File: config.mk
export PLATFORM = sky130hd
export DESIGN_NAME = booth_accumulator
export DESIGN_NICKNAME = d
export VERILOG_FILES = /design/src/rtl/booth_accumulator.sv
export SDC_FILE = /design/constraint.sdc
export NUM_CORES = 1
export LEC_CHECK = 0
export BUFFER_PORTS_ARGS = -buffer_cell sky130_fd_sc_hd__buf_2
export CORE_UTILIZATION = 28
export DETAILED_ROUTE_END_ITERATION = 8
export GPL_TIMING_DRIVEN = 0
export PLACE_DENSITY = 0.57
export SYNTH_ARGS = -nofsm -noshare
export SYNTH_HDL_FRONTEND = slang
export SYNTH_SLANG_ARGS = --single-unit
File: constraint.sdc
create_clock -name clk -period 3.4 [get_ports clk]
set_input_delay 0 -clock clk [delete_from_list [all_inputs] [get_ports clk]]
set_output_delay 0 -clock clk [all_outputs]
set_load 0.005 [all_outputs]
File: src/rtl/booth_accumulator.sv
// Block accumulator behind the booth multiplier: sums BLOCK_LEN signed products
// with saturation and hands the block sum downstream over a valid/ready handshake.
module booth_accumulator #(
    parameter int unsigned N         = 4,
    parameter int unsigned ACC_W     = 12,
    parameter int unsigned BLOCK_LEN = 4
) (
    input  logic               clk,
    input  logic               rst,
    input  logic               clear_i,
    input  logic               in_valid_i,
    output logic               in_ready_o,
    input  logic [2*N-1:0]     product_i,
    output logic               out_valid_o,
    input  logic               out_ready_i,
    output logic [ACC_W-1:0]   sum_o,
    output logic               ovf_o,
    output logic [7:0]         count_o
);

    localparam int unsigned PW     = 2 * N;
    localparam int unsigned WIDE_W = ACC_W + 1;
    localparam logic [7:0]  LAST   = 8'(BLOCK_LEN - 1);

    localparam logic signed [ACC_W-1:0] SUM_MAX = {1'b0, {(ACC_W-1){1'b1}}};
    localparam logic signed [ACC_W-1:0] SUM_MIN = {1'b1, {(ACC_W-1){1'b0}}};

    if (ACC_W < PW + 1) begin : g_acc_w_check
        $error("booth_accumulator: ACC_W must be at least 2*N+1");
    end
    if (BLOCK_LEN < 1 || BLOCK_LEN > 255) begin : g_block_len_check
        $error("booth_accumulator: BLOCK_LEN must be in 1..255");
    end

    typedef enum logic [0:0] {
        ST_ACCUM = 1'b0,
        ST_DONE  = 1'b1
    } state_e;

    state_e                  state_q;
    logic signed [ACC_W-1:0] sum_q;
    logic signed [ACC_W-1:0] sum_d;
    logic [7:0]              count_q;
    logic                    ovf_q;

    logic signed [ACC_W-1:0]  prod_ext_c;
    logic signed [WIDE_W-1:0] wide_c;
    logic                     sat_c;

    // One guard bit above the accumulator; a sign/guard disagreement means overflow.
    always_comb begin
        prod_ext_c = ACC_W'($signed(product_i));
        wide_c     = WIDE_W'(sum_q) + WIDE_W'(prod_ext_c);
        sat_c      = wide_c[ACC_W] ^ wide_c[ACC_W-1];
        sum_d      = wide_c[ACC_W-1:0];
        if (sat_c) begin
            sum_d = wide_c[ACC_W] ? SUM_MIN : SUM_MAX;
        end
    end

    always_ff @(posedge clk) begin
        if (rst || clear_i) begin
            state_q <= ST_ACCUM;
            sum_q   <= '0;
            count_q <= '0;
            ovf_q   <= 1'b0;
        end else begin
            case (state_q)
                ST_ACCUM: begin
                    if (in_valid_i) begin
                        sum_q   <= sum_d;
                        count_q <= count_q + 8'd1;
                        ovf_q   <= ovf_q | sat_c;
                        if (count_q == LAST) begin
                            state_q <= ST_DONE;
                        end
                    end
                end
                ST_DONE: begin
                    // Result held until taken; new block starts only after release.
                    if (out_ready_i) begin
                        state_q <= ST_ACCUM;
                        sum_q   <= '0;
                        count_q <= '0;
                        ovf_q   <= 1'b0;
                    end
                end
                default: begin
                    state_q <= ST_ACCUM;
                end
            endcase
        end
    end

    assign in_ready_o  = (state_q == ST_ACCUM);
    assign out_valid_o = (state_q == ST_DONE);
    assign sum_o       = sum_q;
    assign ovf_o       = ovf_q;
    assign count_o     = count_q;

endmodule
### Yosys cells after proc, flatten, opt, wreduce, memory -nomap -nowiden

Cells that the tools add are included.

* bits of input ports: 13
* output and inout bits: 23
* bits in registers: 22
* logic and storage cells: 29

* reduce and logical (&&, ||, !) cells: 2
* bitwise operators: 3
* $add $sub $neg: 2
* mux-type cells: 15
* eq/ne operators: 3

Operators with widths (count)
* 12-bit two-way mux: 4
* 12-bit case mux with 2 select lines: 1
* 8-bit two-way mux: 2
* 8-bit case mux with 2 select lines: 1
* 12-bit by 8-bit adder with 13-bit output: 1
* 8-bit by 1-bit adder with 8-bit output, second input constant: 1
* 8-bit by 2-bit equality test with 1-bit output, second input constant: 1
* 1-bit two-way mux: 5
* 2-bit inequality test, second input constant: 2
* 1-bit case mux with 2 select lines: 2
* 2-bit AND reduction: 1
* 1-bit logical OR: 1
* 1-bit NOT: 1
* 1-bit bitwise OR: 1
* 1-bit bitwise XOR: 1

### Longest topological paths before layout

Gate-level depths: netlist of the first run.

* depth after elaboration: 5
* mapped depth: 8
* mapped depth without buffers: 8

### Worst setup path before layout of the first run

OpenSTA, ideal clock, no wires.

* kind: register to register
* start point: reg sum_q[0], in the netlist sum_o[0]
* end point: reg sum_q[0], in the netlist sum_o[0]
* clock period less this slack: 2.437 ns
* data required time: 3.278 ns
* data arrival time: 2.315 ns
* path slack: 0.963 ns
* path buffers: 0
* library setup time: 0.122 ns
* stages on the path, launching flop included: 9
* cell sequence: dfxtp_1 -> ha_1 -> fa_1 -> a21o_1 -> a221oi_2 -> o21a_1 -> o211ai_1 -> and3_1 -> a311o_1

* word-level cells in the longest chain between the ends: 5
* elaborated cells on any way between the ends: 6
* classes of those cells: add/sub (1); mux (4); bitwise (1)

RTL lines
* from (decl): line 41 `logic signed [ACC_W-1:0] sum_q;`
* from (signal assigned): line 71 `sum_q <= sum_d;`
* 12-bit by 8-bit adder with 13-bit output (*): line 53 `wide_c = WIDE_W'(sum_q) + WIDE_W'(prod_ext_c);`
* 12-bit two-way mux or 1-bit bitwise XOR (tied branches): line 57, 54
* 12-bit two-way mux (*): line 56 `if (sat_c) begin`
* 12-bit two-way mux (*): line 70 `if (in_valid_i) begin`
* 12-bit case mux with 2 select lines (*): line 68 `case (state_q)`

Every way passes the cells marked *; elsewhere a longest branch is shown, timed or not. The select of a mux whose other input is x is not followed.
A chain may end at the register's enable or synchronous reset.

### Worst setup path in the final report of the first run

* start point: reg sum_q[0], in the netlist sum_o[0]
* end point: reg sum_q[2], in the netlist sum_o[2]

Same word-level chain as after synthesis.

==> results of run 1 <==
## Yosys cell counts, types with 3 or more instances
| cell type | n |
|---|---|
| sky130_fd_sc_hd__a22oi_1 | 7 |
| sky130_fd_sc_hd__nand2b_1 | 3 |
| sky130_fd_sc_hd__nand2_1 | 22 |
| sky130_fd_sc_hd__o21ai_0 | 7 |
| sky130_fd_sc_hd__ha_1 | 13 |
| sky130_fd_sc_hd__dfxtp_1 | 22 |
| sky130_fd_sc_hd__nor2_1 | 13 |
| sky130_fd_sc_hd__a21oi_1 | 13 |
| sky130_fd_sc_hd__and3_1 | 6 |
| sky130_fd_sc_hd__o211ai_1 | 3 |
| sky130_fd_sc_hd__a21o_1 | 5 |
| sky130_fd_sc_hd__a21boi_0 | 3 |
| sky130_fd_sc_hd__xor2_1 | 5 |
| sky130_fd_sc_hd__nor3_1 | 4 |
| sky130_fd_sc_hd__nand3_1 | 5 |
| sky130_fd_sc_hd__inv_1 | 3 |
| sky130_fd_sc_hd__clkbuf_1 | 4 |
| sky130_fd_sc_hd__nand4_1 | 5 |
| sky130_fd_sc_hd__xnor2_1 | 3 |
## power breakdown
part	total (mW)	internal, mW	switching [mW]
sequential	0.278	0.268	0.00976
clock	0.256	0.158	0.0987
combinational	0.188	0.0799	0.108
total	0.723	0.506	0.217
## logic make-up (layout without fill, tap and decap cells)
family / count (synthesis) / after routing / synth area share
AOI/OAI and AO/OA: 62 / 62 / 0.283
xor gates and xnor gates: 9 / 9 / 0.0527
adders and majority gates: 14 / 14 / 0.112
buffers and inverters: 7 / 46 / 0.0160
DFF: 22 / 22 / 0.269
muxes: 2 / 2 / 0.0130
and+or+nand+nor: 78 / 78 / 0.254
## flip-flops by register name, indices dropped and copies added (netlist names)
signal,cells
sum_o,12
count_o,8
ovf_o,1
out_valid_o,1
## stage by stage
stage,power [mW],setup slack [ps],std cells
after floorplan,0.419,963,194
after global placement,0.470,653,301
after detailed placement,0.473,593,301
after CTS,0.731,576,305
after global routing,0.764,382,305
final,0.723,579,305
## worst max-delay path, stage by stage, from the launching register on
cell and delay [ps]:
sky130_fd_sc_hd__dfxtp_1 330, sky130_fd_sc_hd__ha_1 230, sky130_fd_sc_hd__fa_1 430, sky130_fd_sc_hd__a21o_1 240, sky130_fd_sc_hd__a221oi_2 450, sky130_fd_sc_hd__o21ai_1 280, sky130_fd_sc_hd__nor2_2 270, sky130_fd_sc_hd__xnor2_2 190
sky130_fd_sc_hd__a221oi_1 300
## final cells by class
| class | count | share of cell area |
|---|---|---|
| flip-flops and latches | 22 | 0.223 |
| repair buffers | 35 | 0.0887 |
| clock buffers | 3 | 0.0209 |
| plain buffers | 4 | 0.00760 |
| multi-input cells | 165 | 0.593 |
| well taps | 72 | 0.0456 |
| inverters | 3 | 0.00570 |
| clock inverters | 1 | 0.0152 |
## layer usage
metal  global-route usage  share of wire
met1                0.201           0.50
met3               0.0174          0.033
met2                0.222           0.45
met5                    0              0
met4               0.0519          0.019
## how the worst max path moves through the flow
stage | startpoint | to | slack (ps) | cells after the start
after floorplan | sum_o[0]$_SDFFE_PP0P_ | sum_o[0]$_SDFFE_PP0P_ | 960 | 8
after global placement | sum_o[0]$_SDFFE_PP0P_ | sum_o[4]$_SDFFE_PP0P_ | 650 | 8
after detailed placement | sum_o[0]$_SDFFE_PP0P_ | sum_o[2]$_SDFFE_PP0P_ | 590 | 8
after CTS | sum_o[0]$_SDFFE_PP0P_ | sum_o[6]$_SDFFE_PP0P_ | 580 | 8
after global routing | sum_o[0]$_SDFFE_PP0P_ | sum_o[2]$_SDFFE_PP0P_ | 380 | 8
final | sum_o[0]$_SDFFE_PP0P_ | sum_o[2]$_SDFFE_PP0P_ | 580 | 8
==> report_table.html, run 1 <==
<table>
<tr><th>Metric</th><th>Value</th></tr>
<tr><th colspan="2">Outcome</th></tr>
<tr><td>Result of the run</td><td>finished clean</td></tr>
<tr><th colspan="2">Floorplanning</th></tr>
<tr><td>Overall die width</td><td>78.5 um</td></tr>
<tr><td>Die area</td><td>6160 um^2</td></tr>
<tr><td>Initial core utilization</td><td>0.294</td></tr>
<tr><td>Height of the die</td><td>78.5 um</td></tr>
<tr><td>Placeable core area</td><td>5570 um^2</td></tr>
<tr><td>I/O pin count</td><td>36</td></tr>
<tr><td>Count of standard-cell rows</td><td>27</td></tr>
<tr><th colspan="2">Place</th></tr>
<tr><td>Number of buffer cells added on primary ports</td><td>35</td></tr>
<tr><td>Final weighted congestion in routability-driven placement</td><td>0.776</td></tr>
<tr><td>DP Area</td><td>1900 um^2</td></tr>
<tr><td>Total half-perimeter wirelength after legalization and detailed placement</td><td>3270 um</td></tr>
<tr><th colspan="2">Cells and area</th></tr>
<tr><td>Final net count</td><td>261</td></tr>
<tr><td>Area taken by multi-input logic gates</td><td>1170 um^2</td></tr>
<tr><td>Most frequent standard cell in the layout excluding fill and tap cells</td><td>sky130_fd_sc_hd__buf_2</td></tr>
<tr><td>Area taken by flip-flops and latches</td><td>440 um^2</td></tr>
<tr><td>Proportion of layout cells with a drive suffix above 1</td><td>0.240</td></tr>
<tr><td>Util after Layout</td><td>0.354</td></tr>
<tr><td>Final std cell area, no fill</td><td>1970 um^2</td></tr>
<tr><td>Total inserted antenna cells</td><td>0</td></tr>
<tr><td>Most frequent cells in the layout</td><td>sky130_fd_sc_hd__buf_2, sky130_fd_sc_hd__nand2_1, sky130_fd_sc_hd__dfxtp_1</td></tr>
<tr><td>Area grow syn2layout</td><td>20.5%</td></tr>
<tr><td>Total of fill cells in the finished design</td><td>626</td></tr>
<tr><th colspan="2">STA</th></tr>
<tr><td>Fin. max-slew vios</td><td>0</td></tr>
<tr><td>RSZ-0062 raised after global routing</td><td>false</td></tr>
<tr><td>Worst hold slack across all endpoints</td><td>27.0 ps</td></tr>
<tr><td>Period Utilization, post-route</td><td>0.830</td></tr>
<tr><td>Slew at the pin with the worst max-slew slack</td><td>641 ps</td></tr>
<tr><td>Aggregate negative setup slack</td><td>0 ps</td></tr>
<tr><td>Max_slew headroom</td><td>0.568</td></tr>
<tr><td>Hold violation total from the final report</td><td>0</td></tr>
<tr><td>Highest achievable clock rate</td><td>355 MHz</td></tr>
<tr><td>Post-Route Skew</td><td>3.53 ps</td></tr>
<tr><td>Final min period</td><td>2820 ps</td></tr>
<tr><td>Final count of negative-setup-slack endpoints</td><td>0</td></tr>
<tr><th colspan="2">Min path</th></tr>
<tr><td>Worst min path class</td><td>in2reg</td></tr>
<tr><td>Hold-critical path depth</td><td>3</td></tr>
<tr><td>Endpoint of the worst hold path</td><td>out_valid_o$_SDFF_PP0_</td></tr>
<tr><td>Startpoint of the worst hold path</td><td>out_ready_i</td></tr>
<tr><th colspan="2">Synth</th></tr>
<tr><td>Sequential cell area fraction in the yosys report</td><td>0.269</td></tr>
<tr><td>Post-synth top flop</td><td>sky130_fd_sc_hd__dfxtp_1</td></tr>
<tr><td>Mapped Avg Cell Area</td><td>8.44 um^2</td></tr>
<tr><td>Area share of the leading cell type in the synthesized netlist</td><td>0.269</td></tr>
<tr><td>Number of register bits inferred by synthesis</td><td>22</td></tr>
<tr><td>Synthesized net count</td><td>221</td></tr>
<tr><td>Library cell occupying the most area in the post-synthesis netlist</td><td>sky130_fd_sc_hd__dfxtp_1</td></tr>
<tr><td>Netlist area before placement</td><td>1640 um^2</td></tr>
<tr><td>Count of flip-flops with a built-in enable after synthesis</td><td>0</td></tr>
<tr><td>Number of warnings issued by yosys</td><td>0</td></tr>
<tr><td>Async set or reset register ratio after synthesis</td><td>0</td></tr>
<tr><td>Synthesized instance count</td><td>194</td></tr>
<tr><td>Unique cell type count in the Yosys netlist</td><td>54</td></tr>
<tr><td>Top cells by area in the synthesized netlist</td><td>sky130_fd_sc_hd__dfxtp_1, sky130_fd_sc_hd__ha_1, sky130_fd_sc_hd__nand2_1, sky130_fd_sc_hd__a21oi_1, sky130_fd_sc_hd__a22oi_1</td></tr>
<tr><th colspan="2">Global route</th></tr>
<tr><td>Sum of overflow across all layers after global routing</td><td>0</td></tr>
<tr><td>Number of antenna violations at the first check in global routing</td><td>0</td></tr>
<tr><td>Largest net degree at the start of global routing</td><td>14</td></tr>
<tr><td>Vias in the first global route</td><td>1,471</td></tr>
<tr><td>Tot GR Track Use</td><td>0.143</td></tr>
<tr><td>Wire length of the first global-routing pass</td><td>6980 um</td></tr>
<tr><th colspan="2">Power</th></tr>
<tr><td>P per Cell Area</td><td>366 nW/um^2</td></tr>
<tr><td>Largest voltage drop on the vdd net</td><td>0.148 mV</td></tr>
<tr><td>Reported leakage power</td><td>0.885 nW</td></tr>
<tr><th colspan="2">Clock network</th></tr>
<tr><td>CTS tree</td><td>done</td></tr>
<tr><td>Number of buffers added by the clock tree synthesis step</td><td>3</td></tr>
<tr><td>Clk Latency, worst-skew pair</td><td>270 ps</td></tr>
<tr><td>Number of instances resized during post-cts repair</td><td>0</td></tr>
<tr><td>Clock-pin slew reported for the worst setup and hold paths after clock tree synthesis</td><td>90 ps</td></tr>
<tr><td>Total number of clock tree sinks</td><td>22</td></tr>
<tr><td>Buffers inserted by post-CTS timing repair</td><td>0</td></tr>
<tr><td>CTS root buf</td><td>sky130_fd_sc_hd__clkbuf_8</td></tr>
<tr><td>Clock buffer depth</td><td>2</td></tr>
<tr><td>CTS H-tree depth</td><td>1</td></tr>
<tr><td>Count of hold-fix buffers inserted at cts</td><td>0</td></tr>
<tr><th colspan="2">Setup path</th></tr>
<tr><td>Capture point of the worst reg-to-reg path</td><td>sum_o[2]$_SDFFE_PP0P_</td></tr>
<tr><td>Number of cells traversed by the worst register-to-register path</td><td>8</td></tr>
<tr><td>Worst Path Arrival</td><td>3010 ps</td></tr>
<tr><td>Reg-to-reg startpoint</td><td>sum_o[0]$_SDFFE_PP0P_</td></tr>
<tr><td>Startpoint class of the critical path</td><td>register</td></tr>
<tr><td>Setup crit end kind</td><td>register</td></tr>
<tr><td>Worst reg2reg setup slack</td><td>580 ps</td></tr>
<tr><td>Max Fanout on Critical Path</td><td>7</td></tr>
<tr><td>Critical path data required time</td><td>3590 ps</td></tr>
<tr><td>Critical path class</td><td>reg2reg</td></tr>
<tr><th colspan="2">Drt</th></tr>
<tr><td>Pre-Repair DR Iteration Count</td><td>4</td></tr>
<tr><td>Via count of the routed design</td><td>1,578</td></tr>
<tr><td>Number of nets with antenna violations after routing</td><td>0</td></tr>
<tr><td>Detail-routed via count per cell</td><td>5.17</td></tr>
<tr><td>Final wirelength</td><td>4180 um</td></tr>
<tr><td>Final routed wire length divided by cell count</td><td>13.7 um</td></tr>
<tr><td>DRC viols</td><td>0</td></tr>
<tr><td>Starting DRC count in detailed routing</td><td>87</td></tr>
<tr><th colspan="2">Run</th></tr>
<tr><td>Max capacitance violation total</td><td>0</td></tr>
</table>
No activity file was read; power rests on OpenSTA's default activity.
==> inputs of run 2 (changes only) <==
--- a/config.mk
+++ b/config.mk
@@ -9,7 +9,7 @@
 export CORE_UTILIZATION = 28
 export DETAILED_ROUTE_END_ITERATION = 8
 export GPL_TIMING_DRIVEN = 0
-export PLACE_DENSITY = 0.57
+export PLACE_DENSITY = 0.58
 export SYNTH_ARGS = -nofsm -noshare
 export SYNTH_HDL_FRONTEND = slang
 export SYNTH_SLANG_ARGS = --single-unit
==> constraint.sdc (replaced) <==
create_clock -name clk -period 2.4 [get_ports clk]
set_input_delay 0 -clock clk [delete_from_list [all_inputs] [get_ports clk]]
set_output_delay 0 -clock clk [all_outputs]
set_load 0.005 [all_outputs]
==> report_table.html, run 2 (synthesis gave the netlist of run 1 again) <==
<table>
<tr><th>Metric</th><th>Value</th></tr>
<tr><th colspan="2">Outcome</th></tr>
<tr><td>Result of the run</td><td>finished, violations left</td></tr>
<tr><td>Violated checks</td><td>negative setup slack</td></tr>
<tr><th colspan="2">STA</th></tr>
<tr><td>Fin. max-slew vios</td><td>0</td></tr>
<tr><td>Post-Route Skew</td><td>3.04 ps</td></tr>
<tr><td>Final min period</td><td>2460 ps</td></tr>
<tr><td>Max_slew headroom</td><td>0.623</td></tr>
<tr><td>Least setup slack across all paths after layout</td><td>-58.6 ps</td></tr>
<tr><td>Period Utilization, post-route</td><td>1.02</td></tr>
<tr><td>Highest achievable clock rate</td><td>407 MHz</td></tr>
<tr><td>RSZ-0062 raised after global routing</td><td>true</td></tr>
<tr><td>Slew at the pin with the worst max-slew slack</td><td>563 ps</td></tr>
<tr><td>Final count of negative-setup-slack endpoints</td><td>3</td></tr>
<tr><td>Aggregate negative setup slack</td><td>-122 ps</td></tr>
<tr><td>Hold violation total from the final report</td><td>0</td></tr>
<tr><th colspan="2">Drt</th></tr>
<tr><td>Detail-routed via count per cell</td><td>5.26</td></tr>
<tr><td>Starting DRC count in detailed routing</td><td>117</td></tr>
<tr><td>Via count of the routed design</td><td>1,684</td></tr>
<tr><td>Final wirelength</td><td>4490 um</td></tr>
<tr><td>Final routed wire length divided by cell count</td><td>14.0 um</td></tr>
<tr><td>Number of nets with antenna violations after routing</td><td>0</td></tr>
<tr><td>DRC viols</td><td>0</td></tr>
<tr><td>Pre-Repair DR Iteration Count</td><td>4</td></tr>
<tr><th colspan="2">Clock network</th></tr>
<tr><td>CTS tree</td><td>done</td></tr>
<tr><td>Clk Latency, worst-skew pair</td><td>280 ps</td></tr>
<tr><td>Number of buffers added by the clock tree synthesis step</td><td>3</td></tr>
<tr><td>CTS root buf</td><td>sky130_fd_sc_hd__clkbuf_8</td></tr>
<tr><td>Clock-pin slew reported for the worst setup and hold paths after clock tree synthesis</td><td>100 ps</td></tr>
<tr><td>Clock buffer depth</td><td>2</td></tr>
<tr><td>CTS H-tree depth</td><td>1</td></tr>
<tr><td>Count of hold-fix buffers inserted at cts</td><td>0</td></tr>
<tr><td>Total number of clock tree sinks</td><td>22</td></tr>
<tr><th colspan="2">Floorplanning</th></tr>
<tr><td>Count of standard-cell rows</td><td>27</td></tr>
<tr><td>Die area</td><td>6160 um^2</td></tr>
<tr><td>I/O pin count</td><td>36</td></tr>
<tr><td>Placeable core area</td><td>5570 um^2</td></tr>
<tr><td>Height of the die</td><td>78.5 um</td></tr>
<tr><td>Initial core utilization</td><td>0.294</td></tr>
<tr><td>Overall die width</td><td>78.5 um</td></tr>
<tr><th colspan="2">Run</th></tr>
<tr><td>Max capacitance violation total</td><td>0</td></tr>
<tr><th colspan="2">Setup path</th></tr>
<tr><td>Worst Path Arrival</td><td>2630 ps</td></tr>
<tr><td>Startpoint class of the critical path</td><td>register</td></tr>
<tr><td>Critical path data required time</td><td>2570 ps</td></tr>
<tr><td>Setup crit end kind</td><td>register</td></tr>
<tr><td>Critical path class</td><td>reg2reg</td></tr>
<tr><td>Max Fanout on Critical Path</td><td>4</td></tr>
<tr><th colspan="2">Place</th></tr>
<tr><td>Pre-CTS setup slack</td><td>-213 ps</td></tr>
<tr><td>Total placed cells including tap cells</td><td>301</td></tr>
<tr><td>Number of buffer cells added on primary ports</td><td>35</td></tr>
<tr><td>DP Area</td><td>1910 um^2</td></tr>
<tr><td>Total half-perimeter wirelength after legalization and detailed placement</td><td>3110 um</td></tr>
<tr><td>Final weighted congestion in routability-driven placement</td><td>0.822</td></tr>
<tr><th colspan="2">Min path</th></tr>
<tr><td>Worst min path class</td><td>in2reg</td></tr>
<tr><th colspan="2">Cells and area</th></tr>
<tr><td>Final std cell area, no fill</td><td>2230 um^2</td></tr>
<tr><td>Most frequent cells in the layout</td><td>sky130_fd_sc_hd__buf_2, sky130_fd_sc_hd__nand2_1, sky130_fd_sc_hd__dfxtp_1, sky130_fd_sc_hd__buf_4</td></tr>
<tr><td>Area grow syn2layout</td><td>36.4%</td></tr>
<tr><td>Most frequent standard cell in the layout excluding fill and tap cells</td><td>sky130_fd_sc_hd__buf_2</td></tr>
<tr><td>Number of non-filler instances in the completed layout</td><td>320</td></tr>
<tr><td>Proportion of layout cells with a drive suffix above 1</td><td>0.343</td></tr>
<tr><td>Max reg flops</td><td>12</td></tr>
<tr><td>Final net count</td><td>276</td></tr>
<tr><td>Util after Layout</td><td>0.401</td></tr>
<tr><td>Total of fill cells in the finished design</td><td>574</td></tr>
<tr><td>Total inserted antenna cells</td><td>0</td></tr>
<tr><th colspan="2">Power</th></tr>
<tr><td>P per Cell Area</td><td>492 nW/um^2</td></tr>
<tr><td>Reported leakage power</td><td>0.966 nW</td></tr>
<tr><td>Largest voltage drop on the vdd net</td><td>0.245 mV</td></tr>
<tr><th colspan="2">Global route</th></tr>
<tr><td>Number of antenna violations at the first check in global routing</td><td>0</td></tr>
<tr><td>Wire length of the first global-routing pass</td><td>7410 um</td></tr>
<tr><td>Sum of overflow across all layers after global routing</td><td>0</td></tr>
<tr><td>Vias in the first global route</td><td>1,562</td></tr>
<tr><td>Tot GR Track Use</td><td>0.150</td></tr>
<tr><td>Largest net degree at the start of global routing</td><td>14</td></tr>
</table>
==> run 2: cell count changes in the layout (fill, tap and decap cells not counted), sizes merged <==
cell,before,now
buf,35,50
==> run 2: per-stage QoR <==
stage               hold WS (ps)  power (mW)
global route                55.1        1.15
CTS                         18.3        1.08
global placement             313       0.670
finish                      14.4        1.10
detailed placement           314       0.672
floorplan                    182       0.598
==> run 2: cell type report <==
class | count | area, um^2 | share of cell area
plain buffers | 4 | 15.0 | 0.00672
clock buffers | 3 | 41.3 | 0.0185
clock inverters | 1 | 30.0 | 0.0134
inverters | 3 | 11.3 | 0.00504
multi-input cells | 165 | 1310 | 0.588
flip-flops and latches | 22 | 445 | 0.199
well taps | 72 | 90.1 | 0.0403
repair buffers | 50 | 288 | 0.129
==> run 2: where the power goes <==
part | leakage, nW | internal (mW) | switching, mW
logic | 0.749 | 0.151 | 0.176
clock network | 0.0357 | 0.223 | 0.151
registers | 0.181 | 0.381 | 0.0169
total | 0.966 | 0.756 | 0.343
==> run 2: worst max-delay path, stage by stage, from the launching register on <==
cell,delay (ps)
sky130_fd_sc_hd__dfxtp_2,350
sky130_fd_sc_hd__ha_4,160
sky130_fd_sc_hd__fa_2,340
sky130_fd_sc_hd__a21o_1,210
sky130_fd_sc_hd__a221oi_4,360
sky130_fd_sc_hd__o21a_1,190
sky130_fd_sc_hd__o211ai_1,140
sky130_fd_sc_hd__and3_1,250
sky130_fd_sc_hd__a311o_1,350
==> run 2: per-layer routing <==
layer  global-route usage  part of all wire  vias to the layer above
met3               0.0198             0.032                        6
met5                    0                 0                        -
met2                0.232              0.47                       34
met1                0.210              0.49                      793
met4               0.0611             0.012                        0
li1                     -                 -                      851
==> run 2: final timing paths <==
kind | from | end | slack (ps) | depth (start not counted)
max reg2reg | sum_o[0]$_SDFFE_PP0P_ | sum_o[0]$_SDFFE_PP0P_ | -60 | 8
min | out_ready_i | out_valid_o$_SDFF_PP0_ | 10 | 3
min reg2reg | ovf_o$_SDFFE_PP0P_ | ovf_o$_SDFFE_PP0P_ | 490 | 2
max | sum_o[0]$_SDFFE_PP0P_ | sum_o[0]$_SDFFE_PP0P_ | -60 | 8
==> run 2: repair_timing <==
item / in CTS / in global routing
endpoints found under the setup margin: 12 / 12
gates resized for setup: 15 / 9
buffers inserted: 11 / 4
pin swaps: 12 / 5
==> inputs of run 3 (changes only) <==
==> constraint.sdc (replaced) <==
create_clock -name clk -period 2.4 [get_ports clk]
set_input_delay 0 -clock clk [delete_from_list [all_inputs] [get_ports clk]]
set_output_delay 0 -clock clk [all_outputs]
set_load 0.05 [all_outputs]
==> report_table.html, run 3 (synthesis gave the netlist of run 1 again) <==
<table>
<tr><th>Metric</th><th>Value</th></tr>
<tr><th colspan="2">Power</th></tr>
<tr><td>Reported leakage power</td><td>1.01 nW</td></tr>
<tr><td>Largest voltage drop on the vdd net</td><td>0.269 mV</td></tr>
<tr><td>P per Cell Area</td><td>497 nW/um^2</td></tr>
<tr><td>Sum of internal, switching and leakage power</td><td>1.18 mW</td></tr>
<tr><th colspan="2">Clock network</th></tr>
<tr><td>CTS H-tree depth</td><td>1</td></tr>
<tr><td>CTS tree</td><td>done</td></tr>
<tr><td>CTS root buf</td><td>sky130_fd_sc_hd__clkbuf_8</td></tr>
<tr><td>Clk Latency, worst-skew pair</td><td>270 ps</td></tr>
<tr><td>Clock-pin slew reported for the worst setup and hold paths after clock tree synthesis</td><td>90 ps</td></tr>
<tr><td>Number of buffers added by the clock tree synthesis step</td><td>3</td></tr>
<tr><td>Clock buffer depth</td><td>2</td></tr>
<tr><td>Total number of clock tree sinks</td><td>22</td></tr>
<tr><th colspan="2">Floorplanning</th></tr>
<tr><td>Initial core utilization</td><td>0.294</td></tr>
<tr><td>Height of the die</td><td>78.5 um</td></tr>
<tr><td>Overall die width</td><td>78.5 um</td></tr>
<tr><td>I/O pin count</td><td>36</td></tr>
<tr><td>Count of standard-cell rows</td><td>27</td></tr>
<tr><td>Placeable core area</td><td>5570 um^2</td></tr>
<tr><td>Die area</td><td>6160 um^2</td></tr>
<tr><th colspan="2">STA</th></tr>
<tr><td>Final min period</td><td>2430 ps</td></tr>
<tr><td>Final count of negative-setup-slack endpoints</td><td>1</td></tr>
<tr><td>Max_slew headroom</td><td>0.610</td></tr>
<tr><td>Highest achievable clock rate</td><td>411 MHz</td></tr>
<tr><td>Period Utilization, post-route</td><td>1.01</td></tr>
<tr><td>Aggregate negative setup slack</td><td>-30.5 ps</td></tr>
<tr><td>Worst hold slack across all endpoints</td><td>14.6 ps</td></tr>
<tr><td>Hold violation total from the final report</td><td>0</td></tr>
<tr><td>Slew at the pin with the worst max-slew slack</td><td>582 ps</td></tr>
<tr><td>Post-Route Skew</td><td>1.46 ps</td></tr>
<tr><td>Fin. max-slew vios</td><td>0</td></tr>
<tr><td>Least setup slack across all paths after layout</td><td>-30.5 ps</td></tr>
<tr><td>RSZ-0062 raised after global routing</td><td>true</td></tr>
<tr><th colspan="2">Drt</th></tr>
<tr><td>DRC viols</td><td>0</td></tr>
<tr><td>Detail-routed via count per cell</td><td>5.40</td></tr>
<tr><td>Starting DRC count in detailed routing</td><td>121</td></tr>
<tr><td>Final routed wire length divided by cell count</td><td>14.2 um</td></tr>
<tr><td>Final wirelength</td><td>4630 um</td></tr>
<tr><td>Via count of the routed design</td><td>1,766</td></tr>
<tr><td>Number of nets with antenna violations after routing</td><td>0</td></tr>
<tr><td>Pre-Repair DR Iteration Count</td><td>5</td></tr>
<tr><th colspan="2">Setup path</th></tr>
<tr><td>Startpoint class of the critical path</td><td>register</td></tr>
<tr><td>Max Fanout on Critical Path</td><td>4</td></tr>
<tr><td>Setup crit end kind</td><td>register</td></tr>
<tr><td>Peak per-stage delay on the critical path</td><td>430 ps</td></tr>
<tr><td>Number of buffer and inverter instances along the worst setup path</td><td>0</td></tr>
<tr><td>Largest delay contributor family on the critical path</td><td>compound AO/OA/AOI/OAI gates</td></tr>
<tr><td>Critical path data required time</td><td>2560 ps</td></tr>
<tr><td>Critical path class</td><td>reg2reg</td></tr>
<tr><td>Critical path cell sequence</td><td>ha_4 &gt; nand3_2 &gt; or3_4 &gt; a211oi_4 &gt; o211ai_1 &gt; and3_1 &gt; a311o_1</td></tr>
<tr><td>Worst Path Arrival</td><td>2600 ps</td></tr>
<tr><td>Slowest stage cell on the critical path</td><td>sky130_fd_sc_hd__or3_4</td></tr>
<tr><th colspan="2">Cells and area</th></tr>
<tr><td>Final net count</td><td>283</td></tr>
<tr><td>Most frequent cells in the layout</td><td>sky130_fd_sc_hd__buf_2, sky130_fd_sc_hd__nand2_1, sky130_fd_sc_hd__buf_4, sky130_fd_sc_hd__nor2_1, sky130_fd_sc_hd__a21oi_1</td></tr>
<tr><td>Most frequent standard cell in the layout excluding fill and tap cells</td><td>sky130_fd_sc_hd__buf_2</td></tr>
<tr><td>Proportion of layout cells with a drive suffix above 1</td><td>0.412</td></tr>
<tr><td>Max reg flops</td><td>12</td></tr>
<tr><td>Total inserted antenna cells</td><td>0</td></tr>
<tr><td>Util after Layout</td><td>0.425</td></tr>
<tr><td>Area grow syn2layout</td><td>44.5%</td></tr>
<tr><th colspan="2">Global route</th></tr>
<tr><td>Largest net degree at the start of global routing</td><td>14</td></tr>
<tr><td>Vias in the first global route</td><td>1,586</td></tr>
<tr><td>Sum of overflow across all layers after global routing</td><td>0</td></tr>
<tr><td>Tot GR Track Use</td><td>0.151</td></tr>
<tr><td>Wire length of the first global-routing pass</td><td>7380 um</td></tr>
<tr><td>Number of antenna violations at the first check in global routing</td><td>0</td></tr>
<tr><th colspan="2">Place</th></tr>
<tr><td>Final weighted congestion in routability-driven placement</td><td>0.763</td></tr>
<tr><td>Total half-perimeter wirelength after legalization and detailed placement</td><td>3250 um</td></tr>
<tr><td>Pre-CTS setup slack</td><td>-175 ps</td></tr>
<tr><td>Number of buffer cells added on primary ports</td><td>35</td></tr>
<tr><th colspan="2">Run</th></tr>
<tr><td>Max capacitance violation total</td><td>0</td></tr>
<tr><th colspan="2">Min path</th></tr>
<tr><td>Worst min path class</td><td>in2reg</td></tr>
<tr><th colspan="2">Outcome</th></tr>
<tr><td>Result of the run</td><td>finished, violations left</td></tr>
<tr><td>Violated checks</td><td>negative setup slack</td></tr>
</table>
==> run 3: layer usage <==
metal | wire length, um | global-route usage | part of all wire | up-vias
li1 | - | - | - | 865
met1 | 2200 | 0.202 | 0.48 | 841
met2 | 2170 | 0.250 | 0.47 | 54
met3 | 208 | 0.0291 | 0.045 | 6
met4 | 51 | 0.0315 | 0.011 | 0
met5 | 0 | 0 | 0 | -
==> run 3: worst paths after layout <==
path	from	to	slack, ps	cells after the start
setup / recovery	sum_o[6]$_SDFFE_PP0P_	sum_o[0]$_SDFFE_PP0P_	-30	7
hold / removal	out_ready_i	out_valid_o$_SDFF_PP0_	10	3
hold reg to reg	ovf_o$_SDFFE_PP0P_	ovf_o$_SDFFE_PP0P_	500	2
setup reg to reg	sum_o[6]$_SDFFE_PP0P_	sum_o[0]$_SDFFE_PP0P_	-30	7
==> run 3: stage by stage <==
stage	instances	cell area [um^2]
6_report	327	2370
5_1_grt	327	2370
4_1_cts	314	2150
3_5_place_dp	301	1980
3_3_place_gp	301	1980
2_1_floorplan	194	1710
==> run 3: power breakdown <==
group	internal, mW	total [mW]	switching [mW]
Combinational	0.176	0.417	0.241
Sequential	0.380	0.397	0.0173
Clock	0.223	0.361	0.138
Total	0.779	1.18	0.396
==> run 3: cell type report <==
cell class,instances,area [um^2]
plain buffers,4,15.0
clock buffers,3,41.3
clock inverters,1,30.0
fillers,568,3210
inverters,3,11.3
multi-input cells,165,1370
flip-flops and latches,22,468
well taps,72,90.1
repair buffers,57,340
==> run 3: timing repair <==
item | CTS | global route
pin swaps | 12 | 26
buffers inserted | 9 | 14
gates resized for setup | 7 | 18
setup endpoints to repair | 12 | 12
hold buffers | 0 | 0
==> run 3: worst reg2reg max path, stage by stage, from the launching register on <==
cell	delay [ps]
sky130_fd_sc_hd__dfxtp_4	370
sky130_fd_sc_hd__ha_4	290
sky130_fd_sc_hd__nand3_2	70
sky130_fd_sc_hd__or3_4	430
sky130_fd_sc_hd__a211oi_4	390
sky130_fd_sc_hd__o211ai_1	180
sky130_fd_sc_hd__and3_1	260
sky130_fd_sc_hd__a311o_1	340
